`config.mk`:
```
export PLATFORM = sky130hd
export DESIGN_NAME = obj_dma_flat
export DESIGN_NICKNAME = d
export VERILOG_FILES = /design/src/rtl/m72_pkg.sv /design/src/rtl/obj_dma_if.sv /design/src/rtl/obj_dma_ce_edge_detect.sv /design/src/rtl/obj_dma.sv /design/src/flat_wrapper.sv
export SDC_FILE = /design/constraint.sdc
export NUM_CORES = 1
export LEC_CHECK = 0
export CAP_MARGIN = 0
export CORE_ASPECT_RATIO = 1.2
export CORE_UTILIZATION = 65
export CTS_CLUSTER_DIAMETER = 50
export DETAILED_ROUTE_END_ITERATION = 12
export DONT_BUFFER_PORTS = 1
export PLACE_DENSITY = 0.92
export SLEW_MARGIN = 25
export SYNTH_ARGS = -nofsm -noshare
export SYNTH_HDL_FRONTEND = slang
export SYNTH_SLANG_ARGS = --single-unit
```
`constraint.sdc`:
```
create_clock -name clk -period 5.8 [get_ports clk]
set_input_delay 1.16 -clock clk [delete_from_list [all_inputs] [get_ports clk]]
set_output_delay 1.16 -clock clk [all_outputs]
set_load 0.01 [all_outputs]
```
`src/rtl/m72_pkg.sv`:
```
// Shared constants and types for the M72 video I/O blocks.
package m72_pkg;

   localparam int OBJ_WORDS = 512;
   localparam int OBJ_AW    = 9;
   localparam int OBJ_DW    = 16;

   typedef enum logic [1:0] {
      DMA_IDLE,
      DMA_COPY,
      DMA_FINISH
   } dma_state_t;

endpackage

```
`src/rtl/obj_dma_if.sv`:
```
// Object RAM read port, sprite-list buffer write port and DMA status.
interface obj_dma_if
   import m72_pkg::*;
#(
   parameter int AW = OBJ_AW,
   parameter int DW = OBJ_DW
);

   logic [AW-1:0] obj_addr;
   logic [DW-1:0] obj_data;
   logic [AW-1:0] buf_addr;
   logic [DW-1:0] buf_data;
   logic          buf_we;
   logic          busy;
   logic          done;

   modport master (
      output obj_addr,
      input  obj_data,
      output buf_addr,
      output buf_data,
      output buf_we,
      output busy,
      output done
   );

   modport slave (
      input  obj_addr,
      output obj_data,
      input  buf_addr,
      input  buf_data,
      input  buf_we,
      input  busy,
      input  done
   );

endinterface

```
`src/rtl/obj_dma_ce_edge_detect.sv`:
```
// Rising-edge detector whose history register only advances on ce cycles,
// so an edge seen while ce is low is reported on the next ce cycle.
module ce_edge_detect (
   input  logic clk,
   input  logic reset,
   input  logic ce,
   input  logic d,
   output logic rise
);

   logic d_q;

   // previous-sample register, held while ce is low
   always_ff @(posedge clk or posedge reset) begin
      if (reset)
         d_q <= 1'b0;
      else if (ce)
         d_q <= d;
   end

   assign rise = ce & d & ~d_q;

endmodule

```
`src/rtl/obj_dma.sv`:
```
// Sprite-list DMA: an arm from the DMA_ON port is latched as pending, and the
// next vblank rising edge copies object RAM into the sprite-list buffer.
//
//   state      | meaning
//   -----------+-----------------------------------------------------------
//   DMA_IDLE   | waiting for pending & vblank rise
//   DMA_COPY   | one read per ce cycle; writes trail reads by one ce cycle
//   DMA_FINISH | single ce cycle after the last write, done pulses
module obj_dma
   import m72_pkg::*;
#(
   parameter int WORDS = OBJ_WORDS,
   parameter int AW    = OBJ_AW,
   parameter int DW    = OBJ_DW
) (
   input  logic         clk,
   input  logic         reset,
   input  logic         ce,
   input  logic         dma_on,
   input  logic         vblank,
   obj_dma_if.master    bus
);

   localparam logic [AW:0]   RD_END  = (AW+1)'(WORDS);
   localparam logic [AW-1:0] WR_LAST = AW'(WORDS-1);

   dma_state_t    state, state_nx;
   logic          arm, vb_rise;
   logic          pending;
   logic          primed;
   logic [AW:0]   rd_cnt;
   logic [AW-1:0] obj_addr_q;
   logic [AW-1:0] wr_cnt;
   logic          start, wr_en, last_wr, we;
   logic [DW-1:0] wr_data;

   ce_edge_detect u_arm_edge (
      .clk   (clk),
      .reset (reset),
      .ce    (ce),
      .d     (dma_on),
      .rise  (arm)
   );

   ce_edge_detect u_vb_edge (
      .clk   (clk),
      .reset (reset),
      .ce    (ce),
      .d     (vblank),
      .rise  (vb_rise)
   );

   // state register
   always_ff @(posedge clk or posedge reset) begin
      if (reset)
         state <= DMA_IDLE;
      else if (ce)
         state <= state_nx;
   end

   // next state and per-cycle control strobes
   always_comb begin
      state_nx = state;
      start    = 1'b0;
      wr_en    = 1'b0;
      last_wr  = 1'b0;
      case (state)
         DMA_IDLE: begin
            if (pending && vb_rise) begin
               start    = 1'b1;
               state_nx = DMA_COPY;
            end
         end
         DMA_COPY: begin
            wr_en = primed;
            if (primed && wr_cnt == WR_LAST) begin
               last_wr  = 1'b1;
               state_nx = DMA_FINISH;
            end
         end
         DMA_FINISH: begin
            state_nx = DMA_IDLE;
         end
         default: begin
            state_nx = DMA_IDLE;
         end
      endcase
   end

   // pending flag, read/write counters and read address
   always_ff @(posedge clk or posedge reset) begin
      if (reset) begin
         pending    <= 1'b0;
         primed     <= 1'b0;
         rd_cnt     <= '0;
         obj_addr_q <= '0;
         wr_cnt     <= '0;
      end else if (ce) begin
         // an arm landing on the start cycle belongs to the next frame
         if (arm)
            pending <= 1'b1;
         else if (start)
            pending <= 1'b0;

         if (start) begin
            // address 0 goes out now; rd_cnt holds the next address to issue
            primed     <= 1'b0;
            rd_cnt     <= {{AW{1'b0}}, 1'b1};
            obj_addr_q <= '0;
            wr_cnt     <= '0;
         end else if (state == DMA_COPY) begin
            primed <= 1'b1;
            if (rd_cnt != RD_END) begin
               obj_addr_q <= rd_cnt[AW-1:0];
               rd_cnt     <= rd_cnt + 1'b1;
            end
            if (wr_en && !last_wr)
               wr_cnt <= wr_cnt + 1'b1;
         end
      end
   end

   assign we      = wr_en & ce;
   assign wr_data = we ? bus.obj_data : '0;

   assign bus.obj_addr = obj_addr_q;
   assign bus.buf_addr = wr_cnt;
   assign bus.buf_data = wr_data;
   assign bus.buf_we   = we;
   assign bus.busy     = (state == DMA_COPY);
   assign bus.done     = (state == DMA_FINISH) & ce;

endmodule

```
`src/flat_wrapper.sv`:
```
// flat-port wrapper written by rule: the top's interface ports become plain ports
module obj_dma_flat import m72_pkg::*;
#(
   parameter int WORDS = OBJ_WORDS,
   parameter int AW    = OBJ_AW,
   parameter int DW    = OBJ_DW
)
  (clk, reset, ce, dma_on, vblank, bus_obj_addr, bus_obj_data, bus_buf_addr, bus_buf_data, bus_buf_we, bus_busy, bus_done);
  obj_dma_if #(.AW(AW), .DW(DW)) bus_i ();
  input  logic clk;
  input  logic reset;
  input  logic ce;
  input  logic dma_on;
  input  logic vblank;
  output wire logic [$bits(bus_i.obj_addr)-1:0] bus_obj_addr;
  input wire logic [$bits(bus_i.obj_data)-1:0] bus_obj_data;
  output wire logic [$bits(bus_i.buf_addr)-1:0] bus_buf_addr;
  output wire logic [$bits(bus_i.buf_data)-1:0] bus_buf_data;
  output wire logic [$bits(bus_i.buf_we)-1:0] bus_buf_we;
  output wire logic [$bits(bus_i.busy)-1:0] bus_busy;
  output wire logic [$bits(bus_i.done)-1:0] bus_done;
  assign bus_obj_addr = bus_i.obj_addr;
  assign bus_i.obj_data = bus_obj_data;
  assign bus_buf_addr = bus_i.buf_addr;
  assign bus_buf_data = bus_i.buf_data;
  assign bus_buf_we = bus_i.buf_we;
  assign bus_busy = bus_i.busy;
  assign bus_done = bus_i.done;
  obj_dma #(.WORDS(WORDS), .AW(AW), .DW(DW)) u_core (.clk(clk), .reset(reset), .ce(ce), .dma_on(dma_on), .vblank(vblank), .bus(bus_i));
endmodule
```
==> metrics.txt, run 1 <==
r2r setup slk 3.60 ns; Clock power frac 18.5%; vias in the first global route 1311; CTS Hold Bufs 0; Initial DRC Count 43; Synth warnings 0; area added between synthesis and finish 3.86%; synthesized area per cell 9.83 µm²; Post-Place Cells 201; Net count, final 200; total negative slack 0 ns; Pwr per Cell Area 405 nW/µm²; Syn Inst Count 178; Post-route DRC 0; post-synth top area cell dfrtp_1; critical path's slowest cell and3b_2; Clock Latency Late Sink 0.34 ns; DP HPWL 2.65 mm; Chip Height 58.8 µm; Synthesized Nets 203; Routed Antenna Nets 0; P_int 443 µW; outcome complete, no violations; Power Total 735 µW; Post-Place Cell Area 1760 µm²; TritonCTS Buffers 5; Register-to-Register Path Depth 6; Critical R2R Launch u_core.rd_cnt[1]$_DFFE_PP0P_; final instance area 1820 µm²; DR pass1 iterations 4; achievable clock frequency 319 MHz; crit path DAT 1.97 ns; GRT Total Usage 29.5%; Tightest Pin Transition 0.588 ns; worst path cell trace and3b_2 -> and3_1; register area share after synthesis 48.6%; WL/cell 17.8 µm; Clock Pin Slew Worst Setup and Hold Paths 0.10 ns; RSZ-0062 raised after global routing false; final wirelength 3.72 mm; relative slew slack 60.7%; Die Area 2900 µm²; Synth Cell Area 1750 µm²; Unique masters post-synth 36; Required @ worst endpoint 4.64 ns; CORE AREA 2550 µm²; IO Pins 58; grt ovf 0; postcts setup bufs 0; fin cells 209; final hold violations 0; H-Tree Depth 2; PostCTS Resize Cnt 0; largest cells by area after synthesis dfrtp_1, and3_1, xnor2_1; CP Launch Type input port; TritonCTS clock tree done; worst-path fanout max 32; clk buf depth 2; setup skew after layout 0.00868 ns; Initial Util 68.5%; Logic pwr share 28.6%; Worst path max stage delay 0.50 ns; PortBufs 0; CTS root buffer clkbuf_4; Die X-Extent 49.4 µm; post-layout minimum cycle time 3.13 ns; first-pass GRT wire length 6.13 mm; pin count of the biggest net entering global routing 35; share of cells above drive strength 1 9.09%; flops & latches, synth 34; final slew viol count 0; antenna diode count 0; kind of cell adding the most delay to the critical path simple AND/OR/NAND/NOR gates; top cell type's share of synthesized area 48.6%; WP buf/inv 0; Sink Count 34; worst min path class reg2reg; Switching Share 39.8%; antenna violations before repair 0; Critical Path Stages 2; vias post-DR 1325; Final period util 54.0%; Max Cap Viol 0; P_sw 292 µW; Worst setup startpoint ce; reg2reg end u_core.bus.obj_addr[1]$_DFFE_PP0P_; WHS 0.482 ns; Worst Setup EP bus_buf_data[8]; Placer Congestion 0.887; Via density 6.34; Peak VDD IR 0.000360 V; WS Path Type in2out; Setup-failing EPs final 0; CP endpoint kind primary output; sequential share of power 52.9%; FP Rows 20; Leakage 0.000848 µW
[sequential cells by signal, indices dropped and copies added, names as in the netlist]
name / count
u_core.primed: 1
u_core.bus.obj_addr: 9
u_core.state: 2
u_core.pending: 1
u_core.u_vb_edge.d_q: 1
u_core.rd_cnt: 10
u_core.bus.buf_addr: 9
u_core.u_arm_edge.d_q: 1
[final cells by class]
cell class	instances	area, µm²
fillers	196	736
inverters	8	30.0
well taps	33	41.3
flip-flops and latches	34	851
multi-input cells	125	827
repair buffers	1	7.51
clock buffers	7	55.1
clock inverters	1	5.00
[how the worst min path moves through the flow]
stage | start | to | slack, ns | cells past startpoint
final | u_core.u_arm_edge.d_q$_DFFE_PP0P_ | u_core.pending$_DFFE_PP0P_ | 0.48 | 1
after global routing | u_core.u_arm_edge.d_q$_DFFE_PP0P_ | u_core.pending$_DFFE_PP0P_ | 0.53 | 1
after CTS | u_core.u_arm_edge.d_q$_DFFE_PP0P_ | u_core.pending$_DFFE_PP0P_ | 0.49 | 1
after detailed placement | u_core.u_arm_edge.d_q$_DFFE_PP0P_ | u_core.pending$_DFFE_PP0P_ | 0.48 | 1
after global placement | u_core.u_arm_edge.d_q$_DFFE_PP0P_ | u_core.pending$_DFFE_PP0P_ | 0.45 | 1
after floorplan | u_core.u_arm_edge.d_q$_DFFE_PP0P_ | u_core.pending$_DFFE_PP0P_ | 0.44 | 1
[metal layers]
metal / global-route usage (%) / part of all wire [%]
met1: 35.1 / 42
met2: 47.4 / 51
met3: 9.30 / 3.7
met4: 16.8 / 3.5
met5: 0 / 0
[cell usage in the layout, fill, tap and decap left out, types with 2 or more instances in the layout]
| cell type | n |
|---|---|
| nand4_1 | 5 |
| nor2_1 | 13 |
| o31ai_1 | 2 |
| nand3_1 | 8 |
| inv_1 | 8 |
| a21oi_1 | 3 |
| clkbuf_4 | 5 |
| mux2_2 | 2 |
| mux2i_1 | 5 |
| nor3_1 | 6 |
| and3_1 | 17 |
| a32o_1 | 4 |
| dfrtp_1 | 34 |
| ha_1 | 4 |
| nor4_1 | 3 |
| and4_1 | 2 |
| a22o_1 | 2 |
| o21ai_0 | 7 |
| nand2_1 | 16 |
| xor2_1 | 2 |
| nor2b_1 | 2 |
| o211ai_1 | 3 |
| xnor2_1 | 7 |
[cells by family after synthesis]
group / Yosys count / synth area share (%)
DFF: 34 / 48.6
xor gates and xnor gates: 9 / 4.51
buffers and inverters: 19 / 4.15
AOI/OAI and AO/OA: 24 / 10.0
adders and majority gates: 4 / 2.86
and+or+nand+nor: 81 / 25.7
muxes: 7 / 4.15
[power groups by stage]
stage | Combinational [µW] | Sequential [µW] | Clock, µW
after floorplan | 183 | 370 | 0
after global placement | 196 | 386 | 0
after detailed placement | 210 | 391 | 0
after CTS | 212 | 387 | 139
after global routing | 240 | 400 | 150
final | 210 | 389 | 136
[through the flow]
| stage | utilization (%) | setup slack (ns) |
|---|---|---|
| 4_1_cts | 71.1 | 2.37 |
| 3_3_place_gp | 68.8 | 2.40 |
| 3_5_place_dp | 68.8 | 2.36 |
| 6_report | 71.2 | 2.67 |
| 2_1_floorplan | - | 2.45 |
| 5_1_grt | 71.2 | 2.57 |
[synthesized netlist by cell type]
library cell / instances
o21ai_0: 7
nor3_1: 6
and4_1: 2
dfrtp_1: 34
a31o_1: 1
xnor2_1: 7
nand3b_1: 1
nor2_1: 13
clkbuf_1: 10
inv_1: 8
nand3_1: 8
nor4_1: 3
and2_1: 1
and3b_1: 1
buf_2: 1
nand2_4: 1
mux2_2: 2
and3_1: 17
ha_1: 4
nand4_1: 5
a21oi_1: 3
or3b_2: 1
a32o_1: 4
o211ai_1: 3
a22o_1: 2
nor2b_1: 2
nor4bb_1: 1
or4b_4: 1
or4_4: 1
o31ai_1: 2
mux2i_1: 5
a211oi_2: 1
nand2_1: 16
xor2_1: 2
o41ai_1: 1
nand2b_1: 1
No activity file was read; power rests on OpenSTA's default activity.
==> inputs of run 2 (changes only) <==
Settings changed: CORE_UTILIZATION 65 to 62, PLACE_DENSITY 0.92 to 0.89.
Clock period 5.8 ns to 3.2 ns, I/O delays scaled along.
==> metrics.txt, run 2 (synthesized netlist as in run 1, its figures left out) <==
Top reg by flops u_core.rd_cnt; GRT Total Usage 27.5%; WL/cell 18.0 µm; FP Rows 20; DR pass1 iterations 4; antenna diode count 0; final slew viol count 0; area added between synthesis and finish 4.22%; Post-route DRC 0; Finished Core Util 70.0%; Max Cap Viol 0; outcome complete, no violations; vias in the first global route 1328; Power Total 1340 µW; Critical R2R Launch u_core.bus.buf_addr[0]$_DFFE_PP0P_; antenna violations before repair 0; Initial DRC Count 31; Via density 6.34; postcts setup bufs 0; CP endpoint kind primary output; Chip Height 60.2 µm; post-layout minimum cycle time 2.25 ns; Leakage 0.000853 µW; Die Area 3040 µm²; Pwr per Cell Area 736 nW/µm²; sequential share of power 52.8%; Clock power frac 18.4%; most frequent cells in the layout dfrtp_1, and3_1, nand2_1; Register-to-Register Path Depth 8; Switching Share 40.0%; reg2reg end u_core.bus.buf_addr[0]$_DFFE_PP0P_; Net count, final 201; CORE AREA 2600 µm²; CTS root buffer clkbuf_4; CTS Hold Bufs 0; total negative slack 0 ns; H-Tree Depth 2; Peak VDD IR 0.000494 V; pin count of the biggest net entering global routing 22; IO Pins 58; share of cells above drive strength 1 9.04%; relative slew slack 55.9%; Required @ worst endpoint 2.56 ns; CP Launch Type flip-flop; Setup-failing EPs final 0; vias post-DR 1332; PostCTS Resize Cnt 0; TritonCTS clock tree done; setup skew after layout 0.00170 ns; first-pass GRT wire length 5.96 mm; P_int 804 µW; most common cell after layout, fill and taps aside dfrtp_1; PortBufs 0; Initial Util 67.2%; crit path DAT 1.61 ns; Clock Latency Late Sink 0.34 ns; Clock Pin Slew Worst Setup and Hold Paths 0.10 ns; WS Path Type reg2out; final wirelength 3.78 mm; RSZ-0062 raised after global routing false; P_sw 536 µW; Sink Count 34; Die X-Extent 50.5 µm; Routed Antenna Nets 0; grt ovf 0; r2r setup slk 1.03 ns; number of flip-flops in the largest register 10; worst-path fanout max 18; Placer Congestion 0.946; clk buf depth 2; Final period util 70.4%; Tightest Pin Transition 0.661 ns; achievable clock frequency 444 MHz; Logic pwr share 28.9%; TritonCTS Buffers 5; final hold violations 0; DP HPWL 2.77 mm; worst min path class in2async
[run 2: cell count changes in the layout (fill, tap and decap cells not counted)]
| cell | delta |
|---|---|
| and3b_1 | +1 |
| and3b_2 | -1 |
| buf_4 | +1 |
[run 2: metrics by stage]
stage	cells	cell area [µm²]	setup WS, ns	hold slack [ns]
6_report	210	1820	0.946	0.267
5_1_grt	210	1820	0.866	0.310
4_1_cts	210	1820	0.955	0.288
3_5_place_dp	202	1760	1.05	0.467
3_3_place_gp	202	1760	1.15	0.443
2_1_floorplan	178	1750	0.892	0.435
[run 2: worst max path at each step]
stage | startpoint | end | slack (ns) | depth (start not counted)
after floorplan | ce | bus_buf_data[0] | 0.89 | 5
after global placement | ce | u_core.rd_cnt[8]$_DFFE_PP0P_ | 1.15 | 5
after detailed placement | u_core.bus.buf_addr[0]$_DFFE_PP0P_ | u_core.bus.buf_addr[0]$_DFFE_PP0P_ | 1.05 | 8
after CTS | u_core.state[1]$_DFFE_PP0P_ | bus_buf_data[3] | 0.95 | 2
after global routing | u_core.state[1]$_DFFE_PP0P_ | bus_buf_data[3] | 0.87 | 2
final | u_core.state[1]$_DFFE_PP0P_ | bus_buf_data[4] | 0.95 | 2
[run 2: final cells by class]
cell class                      count  area [µm²]
Multi-Input combinational cell    125         826
Timing Repair Buffer                2        15.0
Clock buffer                        7        55.1
Clock inverter                      1        5.00
Tap cell                           33        41.3
Fill cell                         209         779
Inverter                            8        30.0
Sequential cell                    34         851
[run 2: power groups by stage]
stage | Clock, µW | Sequential, µW | Combinational (µW)
global placement | 0 | 702 | 365
global route | 266 | 725 | 437
CTS | 254 | 704 | 389
detailed placement | 0 | 713 | 386
floorplan | 0 | 670 | 332
finish | 246 | 708 | 387
[run 2: routing by layer]
layer | wire length (µm) | vias to the layer above | track usage [%] | share of wire (%)
met5 | 0 | - | 0 | 0
met4 | 111 | 0 | 18.7 | 2.9
met3 | 161 | 11 | 7.38 | 4.3
met2 | 1970 | 47 | 47.0 | 52
met1 | 1530 | 640 | 29.8 | 40
li1 | - | 634 | - | -
[run 2: worst max-delay path, stage by stage, from the launching register on]
cell,delay [ns]
dfrtp_1,0.43
and3b_1,0.54
and3_1,0.29
==> inputs of run 3 (changes only) <==
Clock period 3.2 ns to 2.3 ns, I/O delays scaled along.
==> metrics.txt, run 3 (synthesized netlist as in run 1, its figures left out) <==
Critical R2R Launch u_core.rd_cnt[1]$_DFFE_PP0P_; vias post-DR 1338; GRT busiest layer met2; Via density 6.31; first-pass GRT wire length 5.78 mm; Pwr per Cell Area 1030 nW/µm²; Setup-failing EPs final 0; most frequent cells in the layout dfrtp_1, and3_1, nand2_1; area added between synthesis and finish 5.08%; crit path DAT 1.71 ns; reg2reg end u_core.rd_cnt[0]$_DFFE_PP0P_; Post-Place Cell Area 1780 µm²; antenna diode count 0; r2r setup slk 0.17 ns; TritonCTS clock tree done; most common cell after layout, fill and taps aside dfrtp_1; Sink Count 34; TritonCTS Buffers 5; post-layout minimum cycle time 2.17 ns; Die X-Extent 50.5 µm; final hold violations 0; critical path's slowest cell and3b_1; number of flip-flops in the largest register 10; worst path cell trace and3b_1 -> and3_1; PostCTS Resize Cnt 0; met2 Usage GRT 44.6%; Chip Height 60.2 µm; Initial DRC Count 37; RSZ-0062 raised after global routing false; Leakage 0.000863 µW; CP Launch Type flip-flop; FP Rows 20; WP buf/inv 0; Routed Antenna Nets 0; clk buf depth 2; kind of cell adding the most delay to the critical path simple AND/OR/NAND/NOR gates; final slew viol count 0; share of cells above drive strength 1 10.1%; Register-to-Register Path Depth 6; area of the multi-input gates 826 µm²; IO Pins 58; Net count, final 203; Placer Congestion 0.901; CTS root buffer clkbuf_4; Final period util 94.2%; Worst path max stage delay 0.61 ns; WHS 0.0748 ns; worst min path class in2async; vias in the first global route 1270; worst-path fanout max 20; Post-route DRC 0; Fillers 208; H-Tree Depth 2; final instance area 1840 µm²; WL/cell 17.7 µm; total negative slack 0 ns; met3 GRT Util 6.87%; WS Path Type reg2out; postcts setup bufs 0; Initial Util 67.2%; Required @ worst endpoint 1.84 ns; pin count of the biggest net entering global routing 35; FF+latch area 851 µm²; Die Area 3040 µm²; DR pass1 iterations 4; Peak VDD IR 0.000679 V; PortBufs 0; Post-Place Cells 204; antenna violations before repair 0; relative slew slack 59.7%; Tightest Pin Transition 0.603 ns; Clock Pin Slew Worst Setup and Hold Paths 0.10 ns; CTS Hold Bufs 0; met1 Use GR 30.6%; setup skew after layout 0.00476 ns; fin cells 212; CP endpoint kind primary output; final wirelength 3.75 mm; CORE AREA 2600 µm²; grt ovf 0; DP HPWL 2.73 mm; outcome complete, no violations; Clock Latency Late Sink 0.35 ns; achievable clock frequency 461 MHz; Top reg by flops u_core.rd_cnt; GRT Total Usage 27.0%; Max Cap Viol 0
==> run 3: changes by cell type in the layout (fill, tap and decap cells not counted) <==
| cell | previous run | this run |
|---|---|---|
| buf_4 | 2 | 4 |
==> run 3: per-layer routing <==
| layer | share of wire [%] | routed length, µm |
|---|---|---|
| met1 | 40 | 1480 |
| met2 | 52 | 1960 |
| met3 | 4.8 | 181 |
| met4 | 3.2 | 119 |
| met5 | 0 | 0 |
==> run 3: worst reg2reg max path, delay by kind of cell, from the launching register on <==
family | cells | cell delay (ns)
mux | 1 | 0.23
simple gates | 3 | 1.11
fa+ha+maj | 1 | 0.15
flops | 1 | 0.42
buf+inv | 1 | 0.13
==> run 3: how the worst max path moves through the flow <==
stage	startpoint	slack [ns]	depth (start not counted)	to
after floorplan	ce	0.35	5	bus_buf_data[0]
after global placement	u_core.rd_cnt[1]$_DFFE_PP0P_	0.30	6	u_core.bus.obj_addr[1]$_DFFE_PP0P_
after detailed placement	u_core.bus.buf_addr[0]$_DFFE_PP0P_	0.21	8	u_core.bus.buf_addr[5]$_DFFE_PP0P_
after CTS	u_core.state[1]$_DFFE_PP0P_	0.17	2	bus_buf_data[3]
after global routing	u_core.state[1]$_DFFE_PP0P_	0.06	2	bus_buf_data[7]
final	u_core.state[1]$_DFFE_PP0P_	0.13	2	bus_buf_data[7]
==> run 3: area by class of cell <==
type	instances	share of cell area [%]
Inverter	8	1.63
Timing Repair Buffer	4	1.63
Sequential cell	34	46.3
Multi-Input combinational cell	125	44.9
Clock buffer	7	3.00
Tap cell	33	2.25
Clock inverter	1	0.272
==> run 3: power breakdown <==
group	total, µW	switching [µW]	internal [µW]
clock network	356	208	148
logic	548	317	231
registers	982	234	748
==> run 3: stage by stage <==
step / worst slack (ns) / power [µW] / utilization [%]
floorplan: 0.352 / 1390 / -
global placement: 0.297 / 1500 / 68.3
detailed placement: 0.210 / 1540 / 68.3
CTS: 0.168 / 1890 / 70.6
global route: 0.0584 / 2010 / 70.6
finish: 0.133 / 1890 / 70.6
